--- config.mk ---
export PLATFORM = sky130hd
export DESIGN_NAME = adc_frame_rx
export DESIGN_NICKNAME = d
export VERILOG_FILES = /design/src/rtl/adc_frame_rx.sv
export SDC_FILE = /design/constraint.sdc
export NUM_CORES = 1
export LEC_CHECK = 0
export CAP_MARGIN = 20
export CORE_ASPECT_RATIO = 0.7
export CORE_MARGIN = 3
export CORE_UTILIZATION = 45
export DETAILED_ROUTE_END_ITERATION = 6
export PLACE_DENSITY = 0.75
export SYNTH_ARGS = -nofsm -noshare
export SYNTH_HDL_FRONTEND = slang
export SYNTH_SLANG_ARGS = --single-unit
--- constraint.sdc ---
create_clock -name clk -period 2.8 [get_ports clk]
set_input_delay 0.28 -clock clk [delete_from_list [all_inputs] [get_ports clk]]
set_output_delay 0.28 -clock clk [all_outputs]
set_load 0.02 [all_outputs]
--- src/rtl/adc_frame_rx.sv ---
// Nibble-serial ADC frame receiver: synchronises adc_int, captures one word per strobe and commits whole frames.
// Optional trailing checksum word enabled by defining FRAME_CHECKSUM_EN.
module adc_frame_rx #(
    parameter int DATA_W      = 4,
    parameter int NUM_WORDS   = 7,
    parameter int TIMEOUT_CYC = 1000
) (
    input  logic                            clk,
    input  logic                            rst_n,
    input  logic                            adc_int,
    input  logic [DATA_W-1:0]               data,
    output logic [NUM_WORDS*DATA_W-1:0]     frame_data,
    output logic                            frame_valid,
    output logic [$clog2(NUM_WORDS+1)-1:0]  word_idx,
    output logic                            busy,
    output logic                            timeout_err,
    output logic                            chk_err
);

    localparam int IDX_W = $clog2(NUM_WORDS+1);
`ifdef FRAME_CHECKSUM_EN
    localparam int LAST = NUM_WORDS;
`else
    localparam int LAST = NUM_WORDS - 1;
`endif
    localparam logic [IDX_W-1:0] LAST_IDX = IDX_W'(LAST);

    localparam int CNT_W   = (TIMEOUT_CYC > 1) ? $clog2(TIMEOUT_CYC) : 1;
    localparam int TO_LAST = (TIMEOUT_CYC > 0) ? TIMEOUT_CYC - 1 : 0;
    localparam logic [CNT_W-1:0] TO_LAST_C = CNT_W'(TO_LAST);

    // The FSM state is fully encoded by word_idx; busy exposes it.
    localparam logic [0:0] ST_IDLE = 1'b0;
    localparam logic [0:0] ST_RECV = 1'b1;

    logic [0:0]                      state;
    logic                            s1, s2, s3;
    logic                            strobe_edge;
    logic [NUM_WORDS*DATA_W-1:0]     shadow;
    logic [NUM_WORDS*DATA_W-1:0]     shadow_next;
    logic [CNT_W-1:0]                to_cnt;
    logic                            is_last;
    logic                            timeout_hit;
    logic                            chk_ok;

    assign state       = (word_idx != '0) ? ST_RECV : ST_IDLE;
    assign busy        = (state == ST_RECV);
    assign strobe_edge = s2 & ~s3;
    assign is_last     = (word_idx == LAST_IDX);
    assign timeout_hit = (TIMEOUT_CYC != 0) && busy && !strobe_edge && (to_cnt == TO_LAST_C);

    always_ff @(posedge clk or negedge rst_n) begin
        if (!rst_n) begin
            s1 <= 1'b0;
            s2 <= 1'b0;
            s3 <= 1'b0;
        end else begin
            s1 <= adc_int;
            s2 <= s1;
            s3 <= s2;
        end
    end

    // Shadow image with the incoming word merged in, used both to capture and to commit.
    always_comb begin
        shadow_next = shadow;
        for (int k = 0; k < NUM_WORDS; k++) begin
            if (word_idx == IDX_W'(k)) begin
                shadow_next[k*DATA_W +: DATA_W] = data;
            end
        end
    end

`ifdef FRAME_CHECKSUM_EN
    logic [DATA_W-1:0] chk_sum;

    always_comb begin
        chk_sum = '0;
        for (int k = 0; k < NUM_WORDS; k++) begin
            chk_sum = chk_sum + shadow[k*DATA_W +: DATA_W];
        end
    end

    assign chk_ok = (chk_sum == data);

    always_ff @(posedge clk or negedge rst_n) begin
        if (!rst_n) begin
            chk_err <= 1'b0;
        end else begin
            chk_err <= strobe_edge && is_last && !chk_ok;
        end
    end
`else
    assign chk_ok  = 1'b1;
    assign chk_err = 1'b0;
`endif

    always_ff @(posedge clk or negedge rst_n) begin
        if (!rst_n) begin
            word_idx    <= '0;
            shadow      <= '0;
            frame_data  <= '0;
            frame_valid <= 1'b0;
            timeout_err <= 1'b0;
            to_cnt      <= '0;
        end else begin
            frame_valid <= 1'b0;
            timeout_err <= 1'b0;
            if (strobe_edge) begin
                // A strobe always wins over a coincident timeout expiry.
                to_cnt <= '0;
                if (is_last) begin
                    word_idx <= '0;
                    shadow   <= '0;
                    if (chk_ok) begin
                        frame_data  <= shadow_next;
                        frame_valid <= 1'b1;
                    end
                end else begin
                    word_idx <= word_idx + IDX_W'(1);
                    shadow   <= shadow_next;
                end
            end else if (busy) begin
                if (timeout_hit) begin
                    word_idx    <= '0;
                    shadow      <= '0;
                    to_cnt      <= '0;
                    timeout_err <= 1'b1;
                end else if (TIMEOUT_CYC != 0) begin
                    to_cnt <= to_cnt + CNT_W'(1);
                end
            end else begin
                to_cnt <= '0;
            end
        end
    end

endmodule

==> metrics.md <==
| Metric | Value |
|---|---|
| Worst-path clk slew | `about 0.080 ns` |
| Synth Area in Simple Gates | `16.6%` |
| Layout Nets | `~360` |
| CTS H-tree depth | `3` |
| DRT iter0 DRCs | `162` |
| Depth of the most critical reg-to-reg path | `5` |
| Clock Skew | `0.00956 ns` |
| Yosys Warn Count | `0` |
| Largest net degree at the start of global routing | `62` |
| CP Data Required Time | `between 2 and 3 ns` |
| Fin. max-slew vios | `0` |
| Largest family of logic cells by synthesized area | `compound AO/OA/AOI/OAI gates` |
| Vias | `2630` |
| Avg Inst Size Synth | `10.6 µm²` |
| Dpl cell area | `around 3900 µm²` |
| Synth Instances | `about 320` |
| # IOs | `42` |
| ANT nets after route | `0` |
| Max VDD drop | `0.000583 V` |
| Mux cell area share after synthesis | `5.11%` |
| WL met2 | `3450 µm` |
| Reg2Reg Setup Slack | `0.90 ns` |
| Vias per Instance | `5.81` |
| Net Count, Synth | `333` |
| Core area | `7070 µm²` |
| # fillers | `620` |
| Register area | `1750 µm²` |
| Hold Crit Class | `in -> reg` |
| Crit path launch | `word_idx[0]` |
| Final setup viols | `0` |
| Status | `finished clean` |
| CTS tree | `done` |
| Total global-route track usage | `20.0%` |
| Uppermost routed layer | `met4` |
| Vias in the first global route | `2577` |
| Share of layout cells above drive strength 1 | `between 15 and 20%` |
| Arr. time, crit path | `2.08 ns` |
| Post-synthesis sequential area ratio | `51.1%` |
| Period minus WS final | `2.36 ns` |
| Clk_lat worst skew | `0.35 ns` |
| Root Driver | `clkbuf_8` |
| Gpl congestion | `between 0.8 and 0.9` |
| Total CTS buffers | `9` |
| LEAKAGE | `1.73 nW` |
| Synth Register Bits | `70` |
| Grt total ovfl | `0` |
| Die ar. | `8720 µm²` |
| PD cells | `994 nW/µm²` |
| Post-CTS Hold Buffers | `1` |
| Final Cell Area | `4080 µm²` |
| Drt pass-1 iters | `4` |
| Multi-input logic area | `1430 µm²` |
| Area growth from synthesis to layout | `19.0%` |
| First-pass GRT wire length | `13300 µm` |
| Compound-gate portion of the synthesized area | `18.4%` |
| Worst R2R Start | `to_cnt[0]` |
| Clk sinks | `70` |
| F_max | `425 MHz` |
| Critical Path Sink Type | `output pin` |
| Maxcap violations | `0` |
| Initial Utilization | `48.5%` |
| Post-synth EDFFs | `0` |
| CP startpoint kind | `flip-flop` |
| Final Hold Vio Count | `0` |
| Post-synthesis xor/xnor area fraction | `less than 1%` |
| Die height | `79.0 µm` |
| Clock tree buffer depth | `2` |
| Post-CTS Setup Inserts | `0` |
| Cell row count | `25` |
| Crit path max fanout | `17` |
| Wire per inst | `17.2 µm` |
| Die X | `110 µm` |
| WL final | `7810 µm` |
| Synth Area in Adders | `0.730%` |
| Tot Pwr | `4.06 mW` |
| DRT met1 WL | `~3900 µm` |
| Post-route DRC | `0` |
| Setup CP Type | `reg -> out` |
| Synth cell types | `43` |
| Reg2reg end | `shadow[20]` |
| Slew at the pin closest to its max-slew limit | `around 0.7 ns` |
| Initial antenna violation count | `0` |
| Async S/R FF share, synth | `between 90% and 100%` |
| Post-DP HPWL | `5060 µm` |
| Unrepaired setup endpoints after global routing | `false` |
| Routed met3 length | `397 µm` |
| Period utilization | `84.1%` |
| Resize count post-CTS | `0` |
| ANT cells | `0` |
| End of the critical path | `busy` |
| PortBufs | `40` |
| Worst slew margin | `53.2%` |
| Fin Setup TNS | `0 ns` |
| Top FF cell, synth | `dfrtp_1` |
| Synth Cell Area | `3430 µm²` |
## cells in the final DEF (no fill, tap or decap), drive strengths merged, types with 4 or more instances in the layout
cell,n
clkbuf,12
mux2i,13
o211ai,24
nand4,38
o21ai,51
nand3,11
buf,10
clkdlybuf4s50,39
dfrtp,70
nor3,5
nand4b,5
mux2,4
nor3b,4
nand2,5
inv,28
a211oi,5
## report_power, final
part | internal, mW | switching (mW) | total [mW]
sequential | 1.39 | 0.268 | 1.66
combinational | 0.731 | 0.835 | 1.57
clock | 0.456 | 0.375 | 0.831
## critical path, cell delays in order, from the launching register on
cell             delay (ns)
dfrtp_1                0.64
nor3_2                 0.08
buf_4                  0.18
inv_1                  0.17
clkdlybuf4s50_1        0.65
## cell usage after synthesis (3+ instances only)
library cell,number,area share (%)
a211oi_1,5,1.1
buf_2,5,0.73
clkbuf_1,23,2.5
dfrtp_1,70,51
inv_1,28,3.1
mux2_2,4,1.3
mux2i_1,13,3.8
nand2_1,5,0.55
nand3_1,10,1.5
nand4_1,37,6.8
nand4b_1,4,1.0
nor3_1,3,0.44
nor3b_1,4,0.88
o211ai_1,7,1.5
o211ai_2,17,6.2
o21ai_0,48,7.0
o21ai_1,3,0.44
## area by class of cell
cell class | instances | share of cell area, %
clock buffers | 12 | 3.80
flip-flops and latches | 70 | 42.9
inverters | 28 | 2.58
clock inverters | 4 | 1.10
well taps | 94 | 2.88
multi-input cells | 195 | 35.1
repair buffers | 50 | 11.6
## how the worst min path moves through the flow
| stage | startpoint | endpoint | slack (ns) | cells past startpoint |
|---|---|---|---|---|
| after CTS | adc_int | s1 | 0.35 | 1 |
| after detailed placement | rst_n | frame_data[5] | 0.29 | 1 |
| after floorplan | rst_n | frame_data[0] | -0.02 | 0 |
| after global placement | rst_n | frame_valid | 0.29 | 1 |
| final | adc_int | s1 | 0.36 | 1 |
| after global routing | adc_int | s1 | 0.35 | 1 |
## flip-flops by register name, summed over array words and instances, names as in the netlist, 3 cells and up
name	cells
shadow	24
word_idx	3
to_cnt	10
frame_data	28
## metal layers
metal	up-vias	GRT usage (%)
li1	1243	-
met1	1310	28.9
met2	66	27.7
met3	11	7.31
met4	0	6.40
met5	-	0
## logic make-up (layout without fill, tap and decap cells)
logic type	after synthesis	count (layout)
XOR/XNOR	3	3
adder cells (fa/ha/maj)	2	2
AO/OA/AOI/OAI	86	86
AND/OR/NAND/NOR	86	86
multiplexers	17	17
other	1	1
buffers and inverters	59	94
flip-flops	70	70
## metrics by stage
stage	instances	hold slack [ns]	worst slack (ns)	utilization [%]
4_1_cts	453	0.349	0.436	57.7
6_report	453	0.364	0.445	57.7
3_5_place_dp	436	0.295	0.861	54.7
3_3_place_gp	436	0.288	0.904	54.7
5_1_grt	453	0.350	0.340	57.7
2_1_floorplan	324	-0.0156	0.941	-
No activity file was read; power rests on OpenSTA's default activity.
